File: src/rtl/alu_exec_unit_pkg.sv
// Shared encodings for the execute stage: ALU operation codes, main-control aluop values
// and the R-type funct field values that the ALU-control decode recognises.
package alu_exec_unit_pkg;

    typedef enum logic [2:0] {
        ALU_AND = 3'b000,
        ALU_OR  = 3'b001,
        ALU_ADD = 3'b010,
        ALU_NOR = 3'b100,
        ALU_SUB = 3'b110,
        ALU_SLT = 3'b111
    } alu_op_e;

    localparam logic [1:0] ALUOP_MEM   = 2'b00;
    localparam logic [1:0] ALUOP_BEQ   = 2'b01;
    localparam logic [1:0] ALUOP_RTYPE = 2'b10;
    localparam logic [1:0] ALUOP_ORI   = 2'b11;

    localparam logic [3:0] FUNCT_ADD = 4'b0000;
    localparam logic [3:0] FUNCT_SUB = 4'b0010;
    localparam logic [3:0] FUNCT_AND = 4'b0100;
    localparam logic [3:0] FUNCT_OR  = 4'b0101;
    localparam logic [3:0] FUNCT_NOR = 4'b0111;
    localparam logic [3:0] FUNCT_SLT = 4'b1010;

endpackage

File: src/rtl/alu_exec_unit_ctrl_decode.sv
// ALU-control decode: maps main-control aluop and the low funct bits to an ALU op code.
module alu_ctrl_decode
    import alu_exec_unit_pkg::*;
(
    input  logic [1:0] aluop,
    input  logic [3:0] funct,
    output logic [2:0] gout
);

    always_comb begin
        gout = ALU_ADD;
        case (aluop)
            ALUOP_MEM:   gout = ALU_ADD;
            ALUOP_BEQ:   gout = ALU_SUB;
            ALUOP_ORI:   gout = ALU_OR;
            ALUOP_RTYPE: begin
                case (funct)
                    FUNCT_ADD: gout = ALU_ADD;
                    FUNCT_SUB: gout = ALU_SUB;
                    FUNCT_AND: gout = ALU_AND;
                    FUNCT_OR:  gout = ALU_OR;
                    FUNCT_NOR: gout = ALU_NOR;
                    FUNCT_SLT: gout = ALU_SLT;
                    default:   gout = ALU_ADD;
                endcase
            end
            default: gout = ALU_ADD;
        endcase
    end

endmodule

File: src/rtl/alu_exec_unit.sv
// Execute-stage arithmetic: decoded ALU with Z/N/V flags, free-standing adder,
// and a status register capturing the last ALU flags every cycle.
module alu_exec_unit
    import alu_exec_unit_pkg::*;
#(
    parameter int WIDTH = 32
) (
    input  logic             clk,
    input  logic             rst_n,
    input  logic [1:0]       aluop,
    input  logic [3:0]       funct,
    input  logic [WIDTH-1:0] alu_a,
    input  logic [WIDTH-1:0] alu_b,
    input  logic [WIDTH-1:0] add_a,
    input  logic [WIDTH-1:0] add_b,
    output logic [2:0]       gout,
    output logic [WIDTH-1:0] alu_result,
    output logic             zout,
    output logic             nout,
    output logic             vout,
    output logic [WIDTH-1:0] add_sum,
    output logic             v_flag,
    output logic             z_flag,
    output logic             n_flag
);

    logic [WIDTH-1:0] sum;
    logic [WIDTH-1:0] diff;
    logic             v_add;
    logic             v_sub;
    logic             slt;

    alu_ctrl_decode u_decode (
        .aluop (aluop),
        .funct (funct),
        .gout  (gout)
    );

    assign sum   = alu_a + alu_b;
    assign diff  = alu_a - alu_b;
    assign v_add = (alu_a[WIDTH-1] == alu_b[WIDTH-1]) && (sum[WIDTH-1]  != alu_a[WIDTH-1]);
    assign v_sub = (alu_a[WIDTH-1] != alu_b[WIDTH-1]) && (diff[WIDTH-1] != alu_a[WIDTH-1]);
    // Correcting the difference sign with overflow keeps slt right for extreme operands.
    assign slt   = diff[WIDTH-1] ^ v_sub;

    always_comb begin
        alu_result = '0;
        vout       = 1'b0;
        case (gout)
            ALU_AND: alu_result = alu_a & alu_b;
            ALU_OR:  alu_result = alu_a | alu_b;
            ALU_NOR: alu_result = ~(alu_a | alu_b);
            ALU_SLT: alu_result = {{(WIDTH-1){1'b0}}, slt};
            ALU_ADD: begin
                alu_result = sum;
                vout       = v_add;
            end
            ALU_SUB: begin
                alu_result = diff;
                vout       = v_sub;
            end
            default: alu_result = '0;
        endcase
    end

    assign zout    = (alu_result == '0);
    assign nout    = alu_result[WIDTH-1];
    assign add_sum = add_a + add_b;

    always_ff @(posedge clk or negedge rst_n) begin
        if (!rst_n) begin
            v_flag <= 1'b0;
            z_flag <= 1'b0;
            n_flag <= 1'b0;
        end else begin
            v_flag <= vout;
            z_flag <= zout;
            n_flag <= nout;
        end
    end

endmodule

File: config.mk
export PLATFORM = sky130hd
export DESIGN_NAME = alu_exec_unit
export DESIGN_NICKNAME = d
export VERILOG_FILES = /design/src/rtl/alu_exec_unit_pkg.sv /design/src/rtl/alu_exec_unit_ctrl_decode.sv /design/src/rtl/alu_exec_unit.sv
export SDC_FILE = /design/constraint.sdc
export NUM_CORES = 1
export LEC_CHECK = 0
export ABC_CLOCK_PERIOD_IN_PS = 14090
export BUFFER_PORTS_ARGS = -buffer_cell sky130_fd_sc_hd__clkbuf_2
export CAP_MARGIN = 20
export CORE_AREA = 5 5 136 112
export DETAILED_ROUTE_END_ITERATION = 16
export DIE_AREA = 0 0 141 117
export GPL_TIMING_DRIVEN = 0
export PLACE_DENSITY = 0.83
export SYNTH_ARGS = -nofsm -noshare
export SYNTH_HDL_FRONTEND = slang
export SYNTH_HIERARCHICAL = 1
export SYNTH_SLANG_ARGS = --single-unit
File: constraint.sdc
create_clock -name clk -period 14.09 [get_ports clk]
set_clock_uncertainty 0.05 [all_clocks]
set_input_delay 1.409 -clock clk [delete_from_list [all_inputs] [get_ports clk]]
set_output_delay 1.409 -clock clk [all_outputs]
set_load 0.01 [all_outputs]
# Yosys cells after proc, flatten, opt, wreduce, memory -nomap -nowiden
# Index checks and enable logic that the tools add are counted.
# word_totals
regBits,3
latchBits,0
ram_bits,0
romBits,0
in_bits,136
mem_count,0
# op_classes
n_addsub,3
n_mul,0
n_div,0
magnitude_cmp,0
eq_ne,17
n_shift,0
muxes,4
bitwise_logic,4
n_reduce_logical,5
# ops
operator,count
one-hot mux 32 bit (6 select lines),1
adder 32 bit,2
bitwise AND 32 bit,1
logical NOT 32 bit,1
inverter 32 bit,1
OR 32 bit,1
subtractor 32 bit,1
one-hot mux 3 bit (5 select lines),1
== test 4 x 3 -> 1 bit (second input constant),3
one-hot mux 3 bit (4 select lines),1
== test 3 bit (second input constant),3
== test 2 bit (second input constant),2
== test 4 x 2 -> 1 bit (second input constant),1
== test 4 bit (second input constant),1
== test 3 x 1 -> 1 bit (second input constant),1
== test 3 x 2 -> 1 bit (second input constant),1
logical NOT 3 bit,1
!= test 1 bit,3
== test 2 x 1 -> 1 bit (second input constant),1
logical AND 1 bit,2
logical NOT 2 bit,1
one-hot mux 1 bit (2 select lines),1
== test 1 bit,1
bitwise XOR 1 bit,1

# Depth between registers and ports, before layout
# Gate-level depths: netlist of the first run.
# depth
depth_word,6
mapped_depth,25
depth_no_buf,24

# Hierarchy
# The synthesis of the first run kept the hierarchy.
# modules_own_cells
mod,n_inst,cells_per_inst,area_per_inst_um2,seq_area_each_um2
alu_exec_unit,1,1033,7340.8,75.1
alu_ctrl_decode,1,12,80.1,0.0

# Least setup slack after synthesis of the first run
# No wires, ideal clock.
# synth_timing
path_type,input -> output
from,input alu_a[10]
to,output zout
arrival_time_ns,5.759
t_required_ns,12.631
setup_slack_ns,6.872
path_stages,25
n_path_buf,1
path_cell_list,inv_1 ha_1 buf_6 or3_4 nand2b_4 a311oi_4 o211ai_1 a21oi_1 o221ai_1 o21bai_1 a21oi_1 nor2_1 nor2_1 fa_1 and3_1 o21ai_0 o31ai_1 nand4bb_1 nor4_1 o2111ai_1 nor4_4 nand4b_4 nor4_2 nand4bb_1 nor4_2
# synth_via
elab_chain_cells,6
elab_cells_between_ends,10
# synth_rtl
item,line_no,rtl
"start, declared",alu_exec_unit.sv:12,"input logic [WIDTH-1:0] alu_a,"
subtractor 32 bit *,alu_exec_unit.sv:40,assign diff = alu_a - alu_b;
!= test 1 bit,alu_exec_unit.sv:42,assign v_sub = (alu_a[WIDTH-1] != alu_b[WIDTH-1]) && (diff[WIDTH-1] != alu_a[WIDTH-1]);
logical AND 1 bit,alu_exec_unit.sv:42,
bitwise XOR 1 bit *,alu_exec_unit.sv:44,assign slt = diff[WIDTH-1] ^ v_sub;
one-hot mux 32 bit (6 select lines) *,alu_exec_unit.sv:49,case (gout)
named net alu_result[0],alu_exec_unit.sv:17,"output logic [WIDTH-1:0] alu_result,"
logical NOT 32 bit *,alu_exec_unit.sv:66,assign zout = (alu_result == '0);
"end, declared",alu_exec_unit.sv:18,"output logic zout,"
# Mark *: on every way through the listed nets, which the timed path passes. The rest lies on a longest branch.

# Final worst setup path of the first run
# layout_timing
from,input alu_a[16]
to,output zout
# layout_via
elab_chain_cells,6
elab_cells_between_ends,10
# layout_rtl
item,line_no
subtractor 32 bit,alu_exec_unit.sv:40
!= test 1 bit,alu_exec_unit.sv:42
logical AND 1 bit,alu_exec_unit.sv:42
bitwise XOR 1 bit,alu_exec_unit.sv:44
one-hot mux 32 bit (6 select lines) *,alu_exec_unit.sv:49
logical NOT 32 bit *,alu_exec_unit.sv:66
# Every way passes the cells marked *; elsewhere a longest branch is shown, timed or not.

==> qor.yml, run 1 <==
timing:
  fin_crit_sh_pct: 63.3
  max_freq_mhz: 112
  maxSlewViolCount: 0
  setup_viol: 0
  tightestPinTransition_ns: 0.867
  finalHoldViolations: 0
  rsz0062_at_grt: "no"
  min_period_ns: 8.92
  finalSetupTns_ns: 0
  maxSlewHeadroom_pct: 42.2
final_layout:
  post-route-util_pct: 63.3
  antenna_cells: 0
  multi_input_area_mm2: 0.00657
  nets: 1536
  design_area_mm2: 0.00877
  fillers: 1305
  seq_area_um2: 75.1
  syn2layout_area_growth_pct: 18.2
  drive_above_1_share_pct: 22.8
worst_hold_path:
  hold_class: "in2async"
synthesis:
  yosysTopAreaCellShare_pct: 23.3
  synth_xor_area_share_pct: 5.08
  avgSynthCellArea_um2: 7.10
  synth_top_area_cell: "ha_1"
  synth_top_family_by_area: "compound AO/OA/AOI/OAI gates"
  synth_warnings: 6
  synth-seq-cells: 3
  postSynth.asyncResetShare_pct: 100
  syn_area_mm2: 0.00742
  syn_inst: 1045
  yosys.area_share.adder_pct: 24.3
  syn-num-nets: 1323
  ys_seq_area_share_pct: 1.01
  synth_cell_types: 108
  synth_simple_gate_area_share_pct: 22.6
  ys.flop_type: "dfrtp_1"
  synth_mux_area_share_pct: 1.91
  yosys-top-cells-area: "ha_1 23%, a21oi_1 6.5%, inv_1 5.8%"
  synth_compound_area_share_pct: 34.5
  synth_edf_count: 0
die:
  die-width_um: 141
  die_y_um: 117
  core_mm2: 0.0139
  die-area_mm2: 0.0165
  io_pins: 209
  rows: 39
  initial_core_util_pct: 53.5
global_route:
  grt_max_degree: 11
  grt_usage_pct: 30.8
  first_global_vias: 8237
  grt_pass1_wl_um: 41800
  grt.overflow.total: 0
  antenna_found_initial: 0
placed_design:
  gp_congestion: 1.04
  post_dp_cell_area_mm2: 0.00869
  portBuffers: 208
  hpwl_um: 22000
clocking:
  clock-sinks: 3
  hold_buffers: 0
  cts.clk_slew.worst_paths_ns: 0.03
  tritoncts: "built"
  cts_buffers: 3
  htreeDepth: 1
  cts_setup_buffers: 0
  post_cts_resized: 0
  root_buffer: "clkbuf_16"
  clockBufferDepth: 2
critical_path:
  start_kind: "input port"
  critical_path.endpoint_type: "primary output"
  path_class: "in2out"
  startpoint: "alu_a[16]"
  crit_end: "zout"
  cp.arrival_ns: 7.46
  cp_max_fo: 10
  worstPathRequired_ns: 12.63
detailed_routing:
  route.vias.total: 9009
  routed_wl_um: 26900
  detail_route.iter0.violations: 1117
  route.detailed.drc: 0
  drtAntennaViolNets: 0
  drt_pass1_iterations: 7
  avgRoutedWirePerCell_um: 18.7
  vias_per_cell: 6.25
power_and_ir_drop:
  p_per_area_mw_per_mm2: 55.1
  ir_worst_vdd_uv: 39.8
  leakagePower_uw: 0.00440
status:
  status: "finished, final reports clean"
run:
  cap_violations: 0
metrics by stage:
stage               std cells  power [µW]  setup slack [ns]  hold WS [ns]
CTS                      1441         474              5.34         0.934
global route             1441         520              4.88         0.936
floorplan                1045         289              6.87          1.06
finish                   1441         484              5.17         0.928
global placement         1437         420              5.34          1.16
detailed placement       1437         426              5.36          1.17
sequential cells by signal, indices dropped and copies added (netlist names):
register / count
n_flag: 1
v_flag: 1
z_flag: 1
power by group:
| part | switching [µW] | internal, µW |
|---|---|---|
| Combinational | 260 | 168 |
| Clock | 8.64 | 37.4 |
| Sequential | 0.257 | 9.57 |
cell usage after synthesis, drive strengths merged (5+ instances only):
master / n
o21ai: 64
a31oi: 8
nor4: 12
o221ai: 23
a21o: 22
nand4: 10
or2: 8
nand2: 54
inv: 118
a311oi: 5
nand2b: 16
and2: 6
a21oi: 97
nor3: 24
mux2i: 13
xor2: 8
nor2b: 13
a211oi: 18
or3: 11
clkbuf: 35
o31a: 6
nor2: 92
buf: 18
nand3: 25
and3: 7
ha: 138
o21a: 13
o211ai: 20
xnor2: 35
o22ai: 9
o31ai: 14
a221oi: 6
o21bai: 8
cells by family after synthesis:
kind of cell / Yosys count
flip-flops: 3
buffers and inverters: 172
XOR/XNOR: 43
adder cells (fa/ha/maj): 142
AND/OR/NAND/NOR: 304
multiplexers: 14
AO/OA/AOI/OAI: 367
per-layer routing:
layer | vias to the layer above | global-route usage [%] | part of all wire, %
met1 | 4152 | 43.2 | 43
met2 | 508 | 51.0 | 44
met4 | 0 | 6.52 | 2.7
li1 | 4271 | - | -
met3 | 78 | 4.06 | 10
met5 | - | 0 | 0
critical path, cell delays in order:
cell and delay (ns):
clkbuf_2 0.11, inv_1 0.05, ha_1 0.27, clkbuf_1 0.28, nor2_2 0.25, a311oi_2 0.15, nor4bb_1 0.43, o211ai_1 0.26
a21oi_1 0.22, o221ai_1 0.23, o21bai_1 0.24, a21oi_1 0.09, nor2_1 0.09, nor2_1 0.07, fa_1 0.38, and3_1 0.15
o21ai_0 0.13, o31ai_1 0.13, nand4bb_1 0.25, nor4_1 0.28, o2111ai_1 0.31, nor4_4 0.33, nand4b_4 0.13, nor4_2 0.44
nand4bb_1 0.19, nor4_2 0.37, clkbuf_2 0.21
layout by cell type, fill, tap and decap left out, types with 9 or more instances in the layout:
cell type	Yosys	final
a21o_1	22	22
nand3_1	25	25
o22ai_1	9	9
nor3_1	22	22
ha_1	138	138
a211oi_1	15	15
nand4_1	9	9
a21oi_1	96	96
inv_1	115	115
nor2b_1	11	11
nand2_1	54	54
nand2b_1	15	15
clkbuf_1	26	27
o31ai_1	12	12
xnor2_1	35	35
nor2_1	90	90
o21a_1	13	13
mux2i_1	13	13
clkbuf_8	9	9
o21ai_0	58	58
o221ai_1	23	23
o211ai_1	19	19
clkbuf_2	0	208
layout make-up:
cell class,count,area share (%)
Clock buffer,4,0.899
Inverter,118,5.05
Buffer,54,3.85
Sequential cell,3,0.856
Multi-Input combinational cell,870,74.9
Tap cell,184,2.62
Timing Repair Buffer,208,11.9
worst min path at each step:
stage                       end  startpoint  depth (start not counted)  slack, ns
6_report       z_flag$_DFF_PN0_       rst_n                          1       0.93
3_3_place_gp   n_flag$_DFF_PN0_       rst_n                          1       1.16
4_1_cts        z_flag$_DFF_PN0_       rst_n                          1       0.93
2_1_floorplan  n_flag$_DFF_PN0_       rst_n                          0       1.06
5_1_grt        v_flag$_DFF_PN0_       rst_n                          1       0.94
3_5_place_dp   n_flag$_DFF_PN0_       rst_n                          1       1.17
Note: power is estimated with default switching activity, not from simulation.
==> inputs of run 2 (changes only) <==
--- a/config.mk
+++ b/config.mk
@@ -5,14 +5,15 @@
 export SDC_FILE = /design/constraint.sdc
 export NUM_CORES = 1
 export LEC_CHECK = 0
-export ABC_CLOCK_PERIOD_IN_PS = 14090
+export ABC_AREA = 1
+export ABC_CLOCK_PERIOD_IN_PS = 9150
 export BUFFER_PORTS_ARGS = -buffer_cell sky130_fd_sc_hd__clkbuf_2
 export CAP_MARGIN = 20
-export CORE_AREA = 5 5 136 112
+export CORE_AREA = 5 5 145 120
 export DETAILED_ROUTE_END_ITERATION = 16
-export DIE_AREA = 0 0 141 117
+export DIE_AREA = 0 0 150 125
 export GPL_TIMING_DRIVEN = 0
-export PLACE_DENSITY = 0.83
+export PLACE_DENSITY = 0.81
 export SYNTH_ARGS = -nofsm -noshare
 export SYNTH_HDL_FRONTEND = slang
 export SYNTH_HIERARCHICAL = 1
==> constraint.sdc (replaced) <==
create_clock -name clk -period 9.15 [get_ports clk]
set_clock_uncertainty 0.05 [all_clocks]
set_input_delay 0.915 -clock clk [delete_from_list [all_inputs] [get_ports clk]]
set_output_delay 0.915 -clock clk [all_outputs]
set_load 0.01 [all_outputs]
==> qor.yml, run 2 <==
synthesis:
  synth_cell_types: 42  # -61%
  synth_top_area_cell: "nand2_1"
  yosysMostFrequentCell: "nand2_1"
  synth_simple_gate_area_share_pct: 43.0  # +20 points
  syn_area_mm2: 0.00849  # +14%
  ys_seq_area_share_pct: 0.884  # -0.13 points
  avgSynthCellArea_um2: 5.25  # -26%
  synth_mux_area_share_pct: 0  # -1.9 points
  postSynth.asyncResetShare_pct: 100  # unchanged
  yosysTopAreaCellShare_pct: 21.6  # -1.7 points
  yosys.area_share.adder_pct: 21.3  # -3.1 points
  syn-num-nets: 1895  # +43%
  ys.flop_type: "dfrtp_1"
  synth_top_family_by_area: "simple AND/OR/NAND/NOR gates"
  syn_inst: 1617  # +55%
  synth_warnings: 6  # unchanged
  synth_xor_area_share_pct: 3.30  # -1.8 points
  yosys-top-cells-area: "nand2_1 22%, ha_1 20%, inv_1 14%"
  synth_edf_count: 0  # unchanged
  synth-seq-cells: 3  # unchanged
  synth_compound_area_share_pct: 14.6  # -20 points
  synth_common_cells: "488 x nand2_1, 312 x inv_1, 205 x nor2_1"
final_layout:
  layout_commonest_cell: "nand2_1"
  reg_top3: "n_flag x1, v_flag x1, z_flag x1"
  fillers: 1690  # +30%
  design_area_mm2: 0.00989  # +13%
  post-route-util_pct: 61.9  # -1.4 points
  drive_above_1_share_pct: 15.7  # -7.0 points
  antenna_cells: 0  # unchanged
  syn2layout_area_growth_pct: 16.4
  nets: 2108  # +37%
  mostFrequentLayoutCells: "488 x nand2_1, 312 x inv_1, 212 x clkbuf_2"
detailed_routing:
  detail_route.iter0.violations: 1090  # -2.4%
  avgRoutedWirePerCell_um: 14.7  # -21%
  drtAntennaViolNets: 0  # unchanged
  vias_per_cell: 5.28  # -15%
  route.detailed.drc: 0  # unchanged
  drt_pass1_iterations: 6  # -1
  route.vias.total: 10800  # +20%
  routed_wl_um: 30200  # +12%
critical_path:
  crit_end: "zout"
  cp.arrival_ns: 4.92  # -2.54 ns
  path_class: "in2out"
  startpoint: "alu_a[21]"
  worstPathRequired_ns: 8.19  # -4.44 ns
  cp_max_fo: 8  # -2
  start_kind: "input port"
  critical_path.endpoint_type: "primary output"
timing:
  finalSetupTns_ns: 0  # unchanged
  min_period_ns: 5.89
  maxSlewHeadroom_pct: 52.4  # +10 points
  maxSlewViolCount: 0  # unchanged
  setup_slack_ns: 3.26  # -1.91 ns
  setup_viol: 0  # unchanged
  tightestPinTransition_ns: 0.713  # -0.153 ns
  rsz0062_at_grt: "no"
  finalHoldViolations: 0  # unchanged
  max_freq_mhz: 170
  fin_crit_sh_pct: 64.3
clocking:
  cts.clk_slew.worst_paths_ns: 0.03  # about the same
  cts_setup_buffers: 0  # unchanged
  tritoncts: "built"
  clock-sinks: 3  # unchanged
  cts_buffers: 3  # unchanged
  hold_buffers: 0  # unchanged
  htreeDepth: 1  # unchanged
  post_cts_resized: 0  # unchanged
  root_buffer: "clkbuf_16"
  clockBufferDepth: 2  # unchanged
placed_design:
  place_ws_ns: 3.36  # -2.00 ns
  hpwl_um: 26200  # +19%
  post_dp_cell_area_mm2: 0.00981  # +13%
  portBuffers: 208  # unchanged
  gp_congestion: 1.17  # +12%
power_and_ir_drop:
  leakagePower_uw: 0.00627  # +42%
  pwr-share-comb_pct: 88.5  # about the same
  p_per_area_mw_per_mm2: 77.4  # +40%
  totalPowerFinal_uw: 766  # +58%
  seq_power_share_pct: 2.0  # about the same
  ir_worst_vdd_uv: 44.6  # +12%
  switchingPower_uw: 458  # +70%
  switching_share_pct: 59.8  # +4.2 points
  p_clk_share_pct: 9.5  # about the same
  p_int_uw: 307  # +43%
die:
  io_pins: 209  # unchanged
  die-area_mm2: 0.0188  # +14%
  rows: 42  # +7.7%
  initial_core_util_pct: 53.2  # -0.38 points
  die_y_um: 125  # +6.8%
  die-width_um: 150  # +6.4%
  core_mm2: 0.0160  # +15%
global_route:
  grt_pass1_wl_um: 47400  # +13%
  antenna_found_initial: 0  # unchanged
  grt_max_degree: 11  # unchanged
  grt_usage_pct: 30.5  # -0.30 points
  first_global_vias: 9805  # +19%
  grt.overflow.total: 0  # unchanged
worst_hold_path:
  hold_class: "in2async"
status:
  status: "finished, final reports clean"
run:
  cap_violations: 0  # unchanged
[run 2: cell types whose count changed after synthesis, moves of 16 or more]
cell / before / now
nand3_1: 25 / 135
nand2_1: 54 / 488
o221ai_1: 23 / 0
nor2_1: 90 / 205
clkbuf_1: 26 / 0
xnor2_1: 35 / 12
o21ai_0: 58 / 39
inv_1: 115 / 312
o211ai_1: 19 / 3
[run 2: cells by family (layout without fill, tap and decap cells)]
kind of cell,count (synthesis),count (layout)
flops,3,3
compound gates,199,199
buf+inv,356,568
xor+xnor,32,32
fa+ha+maj,142,142
simple gates,885,885
[run 2: power by group through the flow]
stage | Clock (µW) | Sequential (µW) | Combinational (µW)
after CTS | 73.4 | 15.2 | 664
final | 72.9 | 15.2 | 677
after floorplan | 0 | 16.0 | 436
after global placement | 0 | 15.3 | 651
after detailed placement | 0 | 15.3 | 661
after global routing | 74.7 | 15.2 | 750
[run 2: area by class of cell]
class / count / area, µm² / area share [%]
Inverter: 320 / 1200 / 12.1
Multi-Input combinational cell: 1258 / 6980 / 70.6
Clock buffer: 4 / 78.8 / 0.797
Timing Repair Buffer: 208 / 1040 / 10.5
Sequential cell: 3 / 75.1 / 0.759
Tap cell: 220 / 275 / 2.78
Buffer: 36 / 240 / 2.43
[run 2: metal layers]
layer  vias to the layer above  wire [µm]  track usage (%)
li1                       5496          -                -
met1                      4717      13100             41.8
met2                       551      12800             49.6
met3                        61       3500             5.50
met4                         0        778             7.26
met5                         -          0                0
[run 2: worst min path at each step]
| stage | to | cells past startpoint | start | slack [ns] |
|---|---|---|---|---|
| floorplan | n_flag$_DFF_PN0_ | 0 | rst_n | 0.57 |
| global placement | v_flag$_DFF_PN0_ | 1 | rst_n | 0.66 |
| detailed placement | n_flag$_DFF_PN0_ | 1 | rst_n | 0.66 |
| CTS | v_flag$_DFF_PN0_ | 1 | rst_n | 0.42 |
| global route | n_flag$_DFF_PN0_ | 1 | rst_n | 0.43 |
| finish | v_flag$_DFF_PN0_ | 1 | rst_n | 0.42 |
[run 2: critical path, cell delays in order]
cell      delay (ns)
clkbuf_2        0.12
inv_1           0.06
ha_1            0.29
buf_2           0.19
nor2_2          0.18
nand2_1         0.16
nor2_1          0.25
and3_1          0.19
nand2_1         0.11
nand2_1         0.12
a221oi_1        0.10
fa_1            0.39
nand2_1         0.07
inv_1           0.04
nand2_1         0.05
nand3_1         0.07
nor2_1          0.14
nand3_1         0.09
nor2_1          0.12
nand2_1         0.06
nor2_1          0.12
nand2_1         0.10
nor2_1          0.16
nand4_1         0.26
nor2_1          0.18
nand2_1         0.06
nor2_1          0.15
clkbuf_2        0.16
[run 2: per-stage QoR]
step           cells  hold WS (ns)
3_3_place_gp    2045         0.661
3_5_place_dp    2045         0.661
2_1_floorplan   1617         0.569
5_1_grt         2049         0.426
6_report        2049         0.420
4_1_cts         2049         0.420
